### src/rtl/seq_unpacker.sv
// seq_unpacker: unpacks a multi-lane sequence packet into one sequence per beat.
// Lanes whose mask bit is clear are skipped; the final beat of an end-of-job
// packet carries o_last/o_delim and the packet's overlap information.
// Optional feature macro: SEQ_UNPACKER_TRIM_EN -- trims the overlap from the
// match length on the o_last beat instead of forwarding it on o_overlap.

`ifndef SEQ_PACKET_SIZE
`define SEQ_PACKET_SIZE 4
`endif
`ifndef SEQ_LL_BITS
`define SEQ_LL_BITS 8
`endif
`ifndef SEQ_ML_BITS
`define SEQ_ML_BITS 8
`endif
`ifndef SEQ_OFFSET_BITS
`define SEQ_OFFSET_BITS 16
`endif

module seq_unpacker #(
    parameter int PACKET_SIZE = `SEQ_PACKET_SIZE,
    parameter int LL_BITS     = `SEQ_LL_BITS,
    parameter int ML_BITS     = `SEQ_ML_BITS,
    parameter int OFFSET_BITS = `SEQ_OFFSET_BITS
) (
    input  logic                              clk,
    input  logic                              rst,
    input  logic                              i_valid,
    output logic                              i_ready,
    input  logic [PACKET_SIZE-1:0]             i_mask,
    input  logic [PACKET_SIZE*LL_BITS-1:0]     i_ll,
    input  logic [PACKET_SIZE*ML_BITS-1:0]     i_ml,
    input  logic [PACKET_SIZE*OFFSET_BITS-1:0] i_offset,
    input  logic [ML_BITS-1:0]                 i_overlap,
    input  logic                              i_eoj,
    input  logic                              i_delim,
    output logic                              o_valid,
    input  logic                              o_ready,
    output logic [LL_BITS-1:0]                 o_ll,
    output logic [ML_BITS-1:0]                 o_ml,
    output logic [OFFSET_BITS-1:0]             o_offset,
    output logic [ML_BITS-1:0]                 o_overlap,
    output logic                              o_last,
    output logic                              o_delim
);

    localparam int LANE_W = $clog2(PACKET_SIZE);

    typedef enum logic {S_IDLE, S_EMIT} state_t;

    state_t                           state, state_d;
    logic [PACKET_SIZE-1:0]             rem_mask;
    logic [PACKET_SIZE*LL_BITS-1:0]     ll_q;
    logic [PACKET_SIZE*ML_BITS-1:0]     ml_q;
    logic [PACKET_SIZE*OFFSET_BITS-1:0] off_q;
    logic [ML_BITS-1:0]                 overlap_q;
    logic                              eoj_q;
    logic                              delim_q;

    logic [LANE_W-1:0]                 lane;
    logic [PACKET_SIZE-1:0]             lane_bit;
    logic                              marker;
    logic                              final_beat;
    logic                              accept;
    logic                              fire;
    logic                              has_work;
    logic [ML_BITS-1:0]                 ml_lane;

    // Lowest-index pending lane; a held packet with an empty mask is the end marker.
    always_comb begin
        lane     = '0;
        lane_bit = '0;
        for (int unsigned i = 0; i < PACKET_SIZE; i++) begin
            if (rem_mask[i] && (lane_bit == '0)) begin
                lane        = i[LANE_W-1:0];
                lane_bit[i] = 1'b1;
            end
        end
        marker     = (rem_mask == '0);
        final_beat = marker || ($countones(rem_mask) == 1);
        has_work   = (i_mask != '0) || i_eoj;
        o_valid    = !rst && (state == S_EMIT);
        i_ready    = !rst && ((state == S_IDLE) || (final_beat && o_ready));
        accept     = i_valid && i_ready;
        fire       = o_valid && o_ready;
    end

    // State register.
    always_ff @(posedge clk) begin
        if (rst) state <= S_IDLE;
        else     state <= state_d;
    end

    // Next state: a new packet may replace the current one on its final beat.
    always_comb begin
        state_d = state;
        case (state)
            S_IDLE: if (accept && has_work) state_d = S_EMIT;
            S_EMIT: begin
                if (accept)                  state_d = has_work ? S_EMIT : S_IDLE;
                else if (fire && final_beat) state_d = S_IDLE;
            end
            default: state_d = S_IDLE;
        endcase
    end

    // Held packet and remaining-lane mask.
    always_ff @(posedge clk) begin
        if (rst) begin
            rem_mask  <= '0;
            ll_q      <= '0;
            ml_q      <= '0;
            off_q     <= '0;
            overlap_q <= '0;
            eoj_q     <= 1'b0;
            delim_q   <= 1'b0;
        end else if (accept) begin
            rem_mask  <= i_mask;
            ll_q      <= i_ll;
            ml_q      <= i_ml;
            off_q     <= i_offset;
            overlap_q <= i_overlap;
            eoj_q     <= i_eoj;
            delim_q   <= i_delim;
        end else if (fire) begin
            rem_mask  <= rem_mask & ~lane_bit;
        end
    end

    // Beat outputs: zero whenever no beat is presented, zero data on the marker.
    always_comb begin
        o_ll      = '0;
        o_ml      = '0;
        o_offset  = '0;
        o_overlap = '0;
        o_last    = 1'b0;
        o_delim   = 1'b0;
        ml_lane   = '0;
        if (o_valid) begin
            o_last  = eoj_q && final_beat;
            o_delim = o_last && delim_q;
            if (!marker) begin
                o_ll     = ll_q[lane*LL_BITS +: LL_BITS];
                o_offset = off_q[lane*OFFSET_BITS +: OFFSET_BITS];
                ml_lane  = ml_q[lane*ML_BITS +: ML_BITS];
            end
`ifdef SEQ_UNPACKER_TRIM_EN
            if (o_last) o_ml = (ml_lane > overlap_q) ? (ml_lane - overlap_q) : '0;
            else        o_ml = ml_lane;
`else
            o_ml = ml_lane;
            if (o_last) o_overlap = overlap_q;
`endif
        end
    end

endmodule
### config.mk
export PLATFORM = sky130hd
export DESIGN_NAME = seq_unpacker
export DESIGN_NICKNAME = d
export VERILOG_FILES = /design/src/rtl/seq_unpacker.sv
export SDC_FILE = /design/constraint.sdc
export NUM_CORES = 1
export LEC_CHECK = 0
export ABC_CLOCK_PERIOD_IN_PS = 3300
export BUFFER_PORTS_ARGS = -buffer_cell sky130_fd_sc_hd__buf_2
export CORE_ASPECT_RATIO = 0.6
export CORE_MARGIN = 4
export CORE_UTILIZATION = 28
export CTS_BUF_LIST = sky130_fd_sc_hd__clkbuf_8
export CTS_CLUSTER_DIAMETER = 50
export DETAILED_ROUTE_END_ITERATION = 7
export PLACE_DENSITY = 0.46
export SYNTH_ARGS = -nofsm -noshare
export SYNTH_HDL_FRONTEND = slang
export SYNTH_SLANG_ARGS = --single-unit
### constraint.sdc
create_clock -name clk -period 3.3 [get_ports clk]
set_input_delay 0.165 -clock clk [delete_from_list [all_inputs] [get_ports clk]]
set_output_delay 0.165 -clock clk [all_outputs]
set_load 0.05 [all_outputs]
; Word level (Yosys, flattened, before mapping)
; Cells that the tools add are included.
; Widths: inputs -> output; s select.
[totals]
regBits = 143
out_inout_bits = 44
elab_cells = 64
[classes]
bitwise = 4
add_sub_neg = 3
n_reduce_logical = 21
n_eq_ne = 1
n_mux = 24
shifts = 3
[op_table]
columns = op, n
row1 = $shiftx 32x6->8, 2
row2 = $shiftx 64x7->16, 1
row3 = $mux 8, 6
row4 = $mux 16, 2
row5 = $logic_and 1x1->1, 12
row6 = $mux 1, 11
row7 = $mux 4, 2
row8 = $add 1x1->2, 2
row9 = $and 4x4->4, 1
row10 = $logic_not 4->1, 1
row11 = $mux 2, 2
row12 = $not 4->4, 1
row13 = $reduce_bool 4->1, 1
row14 = $add 2x2->3, 1
row15 = $eq 3x1->1 const B, 1
row16 = $logic_not 3->1, 1
row17 = $logic_or 1x1->1, 3
row18 = $logic_not 2->1, 1
row19 = $not 1->1, 2
row20 = $pmux 1 s2, 1
row21 = $reduce_bool 2->1, 1
row22 = $logic_not 1->1, 1

; Logic depth before layout (Yosys ltp)
; Gate-level depths: netlist of the first run.
[depth]
word_depth = 14
ltp_mapped = 13

; Worst setup path after synthesis of the first run
; OpenSTA, ideal clock, no wires.
[synth_path]
path_type = register to output
startpoint = register state
endpoint = output port o_ml[0]
arrival_time_ns = 2.971
stages_incl_launch_ff = 6
n_path_buf = 2
setup_slack_ns = 0.164
required_ns = 3.135
path_cell_list = dfxtp_1 > clkbuf_1 > nor2b_1 > nand2b_1 > clkbuf_1 > a211oi_1
[synth_between]
elab_chain_cells = 2
[synth_rtl]
columns = element, line
row1 = "start, declared", 51  ; state_t state, state_d;
row2 = "start signal, assigned", 91  ; else state <= state_d;
row3 = $logic_and 1x1->1, 82  ; o_valid = !rst && (state == S_EMIT);
row4 = via o_valid, 37  ; output logic o_valid,
row5 = $mux 8, 139  ; if (o_valid) begin
row6 = "end, declared", 40  ; output logic [ML_BITS-1:0] o_ml,
; The timed path passes the listed nets, and every way through them passes these cells.

; Worst setup path after layout of the first run
[layout_path]
startpoint = register rem_mask[1]
endpoint = output port o_overlap[4]
[layout_between]
elab_chain_cells = 7
elab_cells_between_ends = 8
cone_classes = 2 x add/sub / 1 x eq/ne / 2 x mux / 3 x reduce/logical
[layout_rtl]
columns = element, line
row1 = "start, declared", 52  ; logic [PACKET_SIZE-1:0] rem_mask;
row2 = "start signal, assigned", 118  ; rem_mask <= i_mask;
row3 = "start signal, assigned", 126  ; rem_mask <= rem_mask & ~lane_bit;
row4 = $add 1x1->2 (not written as such), 80  ; final_beat = marker || ($countones(rem_mask) == 1);
row5 = $add 2x2->3 (not written as such), 80
row6 = $eq 3x1->1, 80
row7 = $logic_or 1x1->1 *, 80
row8 = $logic_and 1x1->1 *, 140  ; o_last = eoj_q && final_beat;
row9 = $mux 8 *, 152  ; if (o_last) o_overlap = overlap_q;
row10 = $mux 8 *, 139
row11 = "end, declared", 42  ; output logic [ML_BITS-1:0] o_overlap,
; Every way passes the cells marked *; elsewhere a longest branch is shown, timed or not.

==> impl_metrics.csv, run 1 <==
group,metric,value,unit
status,outcome,"complete, no violations",
flow_run,timing.max_cap.violations,0,
clocking,cts.reportedPaths.clkPinSlew,0.09,ns
floorplanning,coreArea,27760,um^2
power,power_frac_seq,0.424,
sta,rsz_0062_raised_after_global_routing,"false",
yosys,synth_simple_gate_area_share,0.2425,
clocking,cts.root.buffer_cell,"clkbuf_8",
floorplanning,die-area,31270,um^2
yosys,syn_inst,824,
clocking,worst_skew_pair.late_latency,0.47,ns
critical_path,critical_path_peak_fanout,10,
critical_path,setup_crit_start_kind,"flop",
power,power.switching,1.399,mW
grt,number_of_antenna_violations_at_the_first_check_in_global_routing,0,
detailed_routing,remaining_routing_drc_violations,0,
final_layout,area_overhead_of_the_layout_relative_to_synthesis,39.39,%
floorplanning,die-width,225.6,um
clocking,clock-sinks,143,
yosys,yosysWarningCount,0,
grt,grt_first_pass_wirelength,40750,um
grt,pin_count_of_the_biggest_net_entering_global_routing,121,
floorplanning,i_o_pins,190,
detailed_routing,number_of_detailed_routing_iterations_run_before_antenna_repair,5,
yosys,netlist_area,7956,um^2
yosys,post_synth_xor_area_fraction,0,
detailed_routing,drtIter0Drc,318,
sta,setup-tns-final,0,ns
final_layout,multi_input_combinational_cell_area,4713,um^2
sta,setup_viol_count_final,0,
clocking,max-clock-path-buffers,2,
grt,global_route_usage_over_all_layers,0.1650,
sta,finalHoldViolCount,0,
power,powerDensity,413.6,nW/um^2
grt,grt.overflow.total,0,
power,max-vdd-ir-drop,228.7,uV
yosys,synth-edff-count,0,
final_layout,fin_nets,1266,
yosys,synthMuxAreaShare,0.2178,
power,intPower,3.188,mW
yosys,largest_family_of_logic_cells_by_synthesized_area,"simple AND/OR/NAND/NOR gates",
clocking,htree_levels,4,
sta,fin_skew,0.01648,ns
final_layout,register_area,2865,um^2
power,total_leakage_power,5.127,nW
yosys,async_set_or_reset_flop_fraction_in_the_synthesized_netlist,0,
yosys,synthesis.nets,977,
sta,drv_slew,0,
placed_design,detailed_place_hpwl,16660,um
final_layout,number_of_inserted_diodes,0,
final_layout,final_core_utilization,0.3996,
placed_design,place_inst,1320,
yosys,yosys.cell_types.count,35,
placed_design,gp_congestion,0.7314,
power,netSwitchingFraction,0.3050,
yosys,post_synthesis_adder_cell_area_fraction,0.01195,
detailed_routing,routed-via-count,6782,
detailed_routing,viasPerCell,4.543,
yosys,synth_compound_area_frac,0.1146,
yosys,synth_seq_area_share,0.3598,
floorplanning,initial_utilization,0.2866,
critical_path,worst_ep_required_time,3.13,ns
final_layout,final-instance-count-excl-fill,1493,
power,pwr-share-comb,0.242,
yosys,postSynth.topFlopCell,"dfxtp_1",
detailed_routing,drt_wl_total,25760,um
clocking,cts_tree,"yes",
min_path,holdCritPathClass,"input port to flop",
final_layout,final_layout_size_suffix_gt1_frac,0.2211,
clocking,clock_buffer_count_from_cts,17,
power,clkPwrFrac,0.335,
critical_path,setup.worst_path.class,"flop to primary output",
critical_path,timing.critical_path.arrival,2.94,ns
critical_path,sort_of_element_at_the_end_of_the_critical_path,"primary output",
sta,slew-limit-headroom,0.3820,
sta,tightestPinTransition,0.9248,ns
detailed_routing,drtAntennaViolNets,0,
detailed_routing,drt-wirelength-per-cell,17.25,um
sta,fmax,0.3223,GHz
placed_design,port_buffers,189,
floorplanning,floorplan.die.height,138.6,um
floorplanning,core.rowCount,47,
final_layout,fill_cells,2806,
clocking,cts.repair_timing.setup_buffer_count,0,
yosys,synth.avg_cell_area,9.656,um^2
sta,final_critical_delay_including_setup_and_external_delays,3.103,ns
sta,timing.final.crit_share,0.9402,
yosys,ys_ff_latch,143,
grt,first_global_vias,7096,
[stage by stage]
step	setup WS, ns	hold slack [ns]	instance area (um^2)	power (mW)
2_1_floorplan	0.1639	0.3203	7956	2.630
3_3_place_gp	0.4116	0.4299	9238	2.960
3_5_place_dp	0.3321	0.4341	9238	2.964
4_1_cts	0.08651	0.01617	11070	4.664
5_1_grt	0.002970	0.04620	11090	4.838
6_report	0.1973	0.05668	11090	4.587
[Yosys cell counts, types with 2 or more instances]
| master | n | area, um^2 |
|---|---|---|
| o21ai_0 | 3 | 15.01 |
| inv_1 | 6 | 22.52 |
| dfxtp_1 | 143 | 2863 |
| nand3_1 | 3 | 15.01 |
| ha_1 | 6 | 75.07 |
| nor3b_1 | 2 | 15.01 |
| buf_2 | 9 | 45.04 |
| buf_4 | 6 | 45.04 |
| a31oi_1 | 3 | 18.77 |
| nor2b_1 | 3 | 18.77 |
| o211a_1 | 31 | 310.3 |
| clkbuf_1 | 52 | 195.2 |
| nand4bb_1 | 2 | 22.52 |
| a211oi_1 | 31 | 232.7 |
| buf_1 | 4 | 15.01 |
| a21oi_1 | 3 | 15.01 |
| and2_1 | 11 | 68.82 |
| a221oi_1 | 31 | 271.5 |
| nand2b_1 | 280 | 1752 |
| buf_6 | 9 | 101.4 |
| mux2i_1 | 172 | 1722 |
[logic make-up (layout without fill, tap and decap cells)]
logic type	Yosys count	in the layout
muxes	173	173
and+or+nand+nor	307	307
buffers and inverters	86	388
DFF	143	143
adders and majority gates	7	7
AOI/OAI and AO/OA	108	108
[cell usage in the layout, fill, tap and decap left out, drive strengths merged]
cell type and n:
inv 9, dlygate4sd3 141, ha 6, a211o 1
and3b 1, o211a 32, clkinv 5, nor3b 2
clkbuf 23, mux2 1, buf 205, a21o 1
nor2 1, a31oi 3, nand3 3, o21ai 4
nand4 1, a211oi 31, o211ai 1, a21bo 1
bufinv 3, a21oi 3, dfxtp 143, clkinvlp 2
and2 11, a221oi 31, nand2b 280, nor2b 3
mux2i 172, nand2 1, nand3b 1, or4 1
nand4bb 2, fa 1
[what timing repair did]
action                     4_1_cts  5_1_grt
hold endpoints to repair       140        0
setup endpoints to repair        0        6
hold buffers                   141        0
gates resized for setup          0        7
[flip-flops by register name (all words and copies together) (netlist names)]
name / count
overlap_q: 8
eoj_q: 1
rem_mask: 4
ml_q: 32
ll_q: 32
state: 1
delim_q: 1
off_q: 64
[path summary, 6_finish.rpt]
check                from            to  slack [ns]  cells after the start
max           rem_mask[1]  o_overlap[4]        0.20                      9
min          i_offset[40]     off_q[40]        0.06                      3
max reg2reg   rem_mask[1]      ml_q[18]        0.27                      9
min reg2reg  overlap_q[6]  overlap_q[6]        0.47                      2
[final cells by class]
cell class / instances / area share
inverters: 6 / 0.002031
clock inverters: 13 / 0.01467
well taps: 367 / 0.04140
flip-flops and latches: 143 / 0.2583
multi-input cells: 595 / 0.4250
clock buffers: 19 / 0.02358
repair buffers: 350 / 0.2350
[power groups by stage]
stage	clock, mW	combinational [mW]	sequential [mW]
2_1_floorplan	0	0.675	1.95
3_3_place_gp	0	0.975	1.98
3_5_place_dp	0	0.981	1.98
4_1_cts	1.60	1.12	1.94
5_1_grt	1.67	1.21	1.96
6_report	1.54	1.11	1.94
[metal layers]
layer | up-vias | wire [um] | part of all wire | global-route usage
met2 | 148 | 10500 | 0.41 | 0.2319
met5 | - | 0 | 0 | 0
met1 | 3183 | 13620 | 0.53 | 0.2494
li1 | 3426 | - | - | -
met3 | 25 | 1261 | 0.049 | 0.04168
met4 | 0 | 381 | 0.015 | 0.04283
[worst max-delay path, stage by stage (launching register included)]
cell and delay, ns:
dfxtp_1 0.39, inv_1 0.11, fa_1 0.56, inv_1 0.04, ha_1 0.17, ha_1 0.29
nor3b_1 0.22, o211a_2 0.30, and2_1 0.14, buf_2 0.25
Power figures use the tool's default switching activity.
==> run 2, diff against run 1 <==
--- a/config.mk
+++ b/config.mk
@@ -9,11 +9,11 @@
 export BUFFER_PORTS_ARGS = -buffer_cell sky130_fd_sc_hd__buf_2
 export CORE_ASPECT_RATIO = 0.6
 export CORE_MARGIN = 4
-export CORE_UTILIZATION = 28
+export CORE_UTILIZATION = 50
 export CTS_BUF_LIST = sky130_fd_sc_hd__clkbuf_8
 export CTS_CLUSTER_DIAMETER = 50
 export DETAILED_ROUTE_END_ITERATION = 7
-export PLACE_DENSITY = 0.46
+export PLACE_DENSITY = 0.74
 export SYNTH_ARGS = -nofsm -noshare
 export SYNTH_HDL_FRONTEND = slang
 export SYNTH_SLANG_ARGS = --single-unit
==> run 2 against run 1 <==
  * Clock power down 5%
  * Die area is 42% lower
  * Highest routed layer unchanged
  * Hold slack worse by 0.045 ns
==> impl_metrics.csv, run 2 (synthesis results as in run 1) <==
group,metric,value,unit
status,outcome,"complete, no violations",
clocking,max-clock-path-buffers,2,
floorplanning,die-area,18060,um^2
floorplanning,initial_utilization,0.5147,
clocking,cts.reportedPaths.clkPinSlew,0.09,ns
power,max-vdd-ir-drop,261.7,uV
final_layout,fin_nets,1241,
detailed_routing,remaining_routing_drc_violations,0,
final_layout,fill_cells,1234,
detailed_routing,number_of_detailed_routing_iterations_run_before_antenna_repair,5,
sta,final_critical_path_setup_slack,0.1529,ns
critical_path,sort_of_element_at_the_end_of_the_critical_path,"primary output",
floorplanning,coreArea,15460,um^2
final_layout,area_overhead_of_the_layout_relative_to_synthesis,33.17,%
sta,setup-tns-final,0,ns
floorplanning,i_o_pins,190,
min_path,holdCritPathClass,"input port to flop",
critical_path,r2r_setup_slack,0.23,ns
clocking,htree_levels,4,
min_path,whs_path_depth,3,
detailed_routing,drt_wl_total,22430,um
min_path,timing.hold.worst.start,"i_ml[16]",
grt,global_route_usage_over_all_layers,0.2439,
detailed_routing,drt-wirelength-per-cell,17.20,um
critical_path,setup_crit_start_kind,"flop",
grt,pin_count_of_the_biggest_net_entering_global_routing,129,
grt,first_global_vias,6810,
grt,grt_util_met1,0.3668,
final_layout,final_layout_size_suffix_gt1_frac,0.2243,
grt,number_of_antenna_violations_at_the_first_check_in_global_routing,0,
sta,tightestPinTransition,0.8576,ns
grt,grt_most_used_layer,"met1",
grt,grt_first_pass_wirelength,35630,um
power,powerDensity,421.6,nW/um^2
floorplanning,core.rowCount,35,
detailed_routing,routed-via-count,6798,
clocking,cts_tree,"yes",
final_layout,biggestRegsByFlops,"off_q x64, ll_q x32, ml_q x32",
detailed_routing,drtIter0Drc,501,
final_layout,final_cell_mix,"280 x nand2b_1, 188 x buf_2, 172 x mux2i_1",
floorplanning,floorplan.die.height,105.7,um
detailed_routing,viasPerCell,5.213,
sta,final_critical_delay_including_setup_and_external_delays,3.147,ns
final_layout,layout_commonest_cell,"nand2b_1",
final_layout,largest_register,"off_q",
sta,rsz_0062_raised_after_global_routing,"false",
sta,slew-limit-headroom,0.4283,
sta,timing.final.crit_share,0.9537,
critical_path,critical_path_peak_fanout,5,
critical_path,setup.worst_path.class,"flop to primary output",
sta,setup_viol_count_final,0,
placed_design,placement.setup.worst_slack,0.3220,ns
grt,groute.layer.met2.usage,0.3630,
grt,grt.overflow.total,0,
placed_design,port_buffers,189,
grt,gr-usage-met3,0.04648,
placed_design,detailed_place_hpwl,14000,um
flow_run,timing.max_cap.violations,0,
clocking,clock-sinks,143,
critical_path,timing.rr.end,"off_q[21]",
critical_path,worst_ep_required_time,3.13,ns
floorplanning,die-width,170.9,um
clocking,clock_buffer_count_from_cts,17,
critical_path,ff2ff_path_depth,9,
final_layout,number_of_inserted_diodes,0,
clocking,cts.root.buffer_cell,"clkbuf_8",
final_layout,largest_register_ffs,64,
power,total_leakage_power,5.020,nW
critical_path,timing.critical_path.arrival,2.98,ns
sta,fin_skew,0.01270,ns
clocking,worst_skew_pair.late_latency,0.44,ns
sta,fmax,0.3178,GHz
sta,drv_slew,0,
sta,finalHoldViolCount,0,
placed_design,gp_congestion,0.8119,
min_path,hold_end,"ml_q[16]",
detailed_routing,drtAntennaViolNets,0,
critical_path,timing.rr.start,"rem_mask[1]",
## run 2: changes by cell type in the layout (fill, tap and decap cells not counted), moves of 2 or more
cell	previous run	this run
clkbuf_4	4	0
inv_8	0	2
clkinv_2	2	0
buf_12	6	4
dlygate4sd3_1	141	118
buf_4	17	13
buf_2	181	188
## run 2: area by class of cell
| type | instances | area [um^2] | share of cell area |
|---|---|---|---|
| Clock buffer | 19 | 261.5 | 0.02468 |
| Inverter | 6 | 22.52 | 0.002126 |
| Clock inverter | 13 | 152.6 | 0.01441 |
| Timing Repair Buffer | 324 | 2311 | 0.2181 |
| Sequential cell | 143 | 2865 | 0.2704 |
| Tap cell | 203 | 254.0 | 0.02397 |
| Multi-Input combinational cell | 596 | 4728 | 0.4463 |
## run 2: what timing repair did
item,in CTS,in global routing
setup endpoints to repair,0,11
endpoints found under the hold margin,115,3
buffers inserted,0,0
gates resized for setup,0,3
hold buffers,115,3
## run 2: through the flow
stage | hold WS (ns) | utilization | total power, mW | instances | instance area [um^2]
after floorplan | 0.3203 | - | 2.630 | 824 | 7956
after global placement | 0.4305 | 0.5804 | 2.895 | 1153 | 8972
after detailed placement | 0.4349 | 0.5804 | 2.907 | 1153 | 8972
after CTS | 0.0003769 | 0.6817 | 4.476 | 1300 | 10540
after global routing | 0.001320 | 0.6854 | 4.680 | 1304 | 10600
final | 0.01141 | 0.6854 | 4.467 | 1304 | 10600
## run 2: worst max path at each step
stage,endpoint,start,slack [ns],cells after the start
6_report,o_overlap[5],rem_mask[1],0.15,9
5_1_grt,o_overlap[5],rem_mask[1],0.04,9
4_1_cts,o_offset[9],rem_mask[0],0.06,7
3_5_place_dp,off_q[21],rem_mask[1],0.32,9
3_3_place_gp,ml_q[25],rem_mask[1],0.43,9
2_1_floorplan,o_ml[0],state,0.16,5
## run 2: worst max-delay path, stage by stage, from the launching register on
cell and delay (ns):
dfxtp_1 0.38, inv_1 0.13, fa_1 0.54, inv_1 0.04
ha_1 0.17, ha_1 0.30, nor3b_2 0.30, o211a_2 0.28
and2_1 0.14, buf_2 0.26
## run 2: layer usage
| layer | vias up | routed length [um] |
|---|---|---|
| met4 | 0 | 229 |
| met5 | - | 0 |
| li1 | 3384 | - |
| met3 | 22 | 1355 |
| met1 | 3166 | 11430 |
| met2 | 226 | 9416 |
## run 2: power by group
| group | leakage, nW | internal, mW | switching [mW] |
|---|---|---|---|
| Clock | 0.205 | 0.730 | 0.734 |
| Sequential | 1.18 | 1.86 | 0.0830 |
| Combinational | 3.64 | 0.509 | 0.547 |
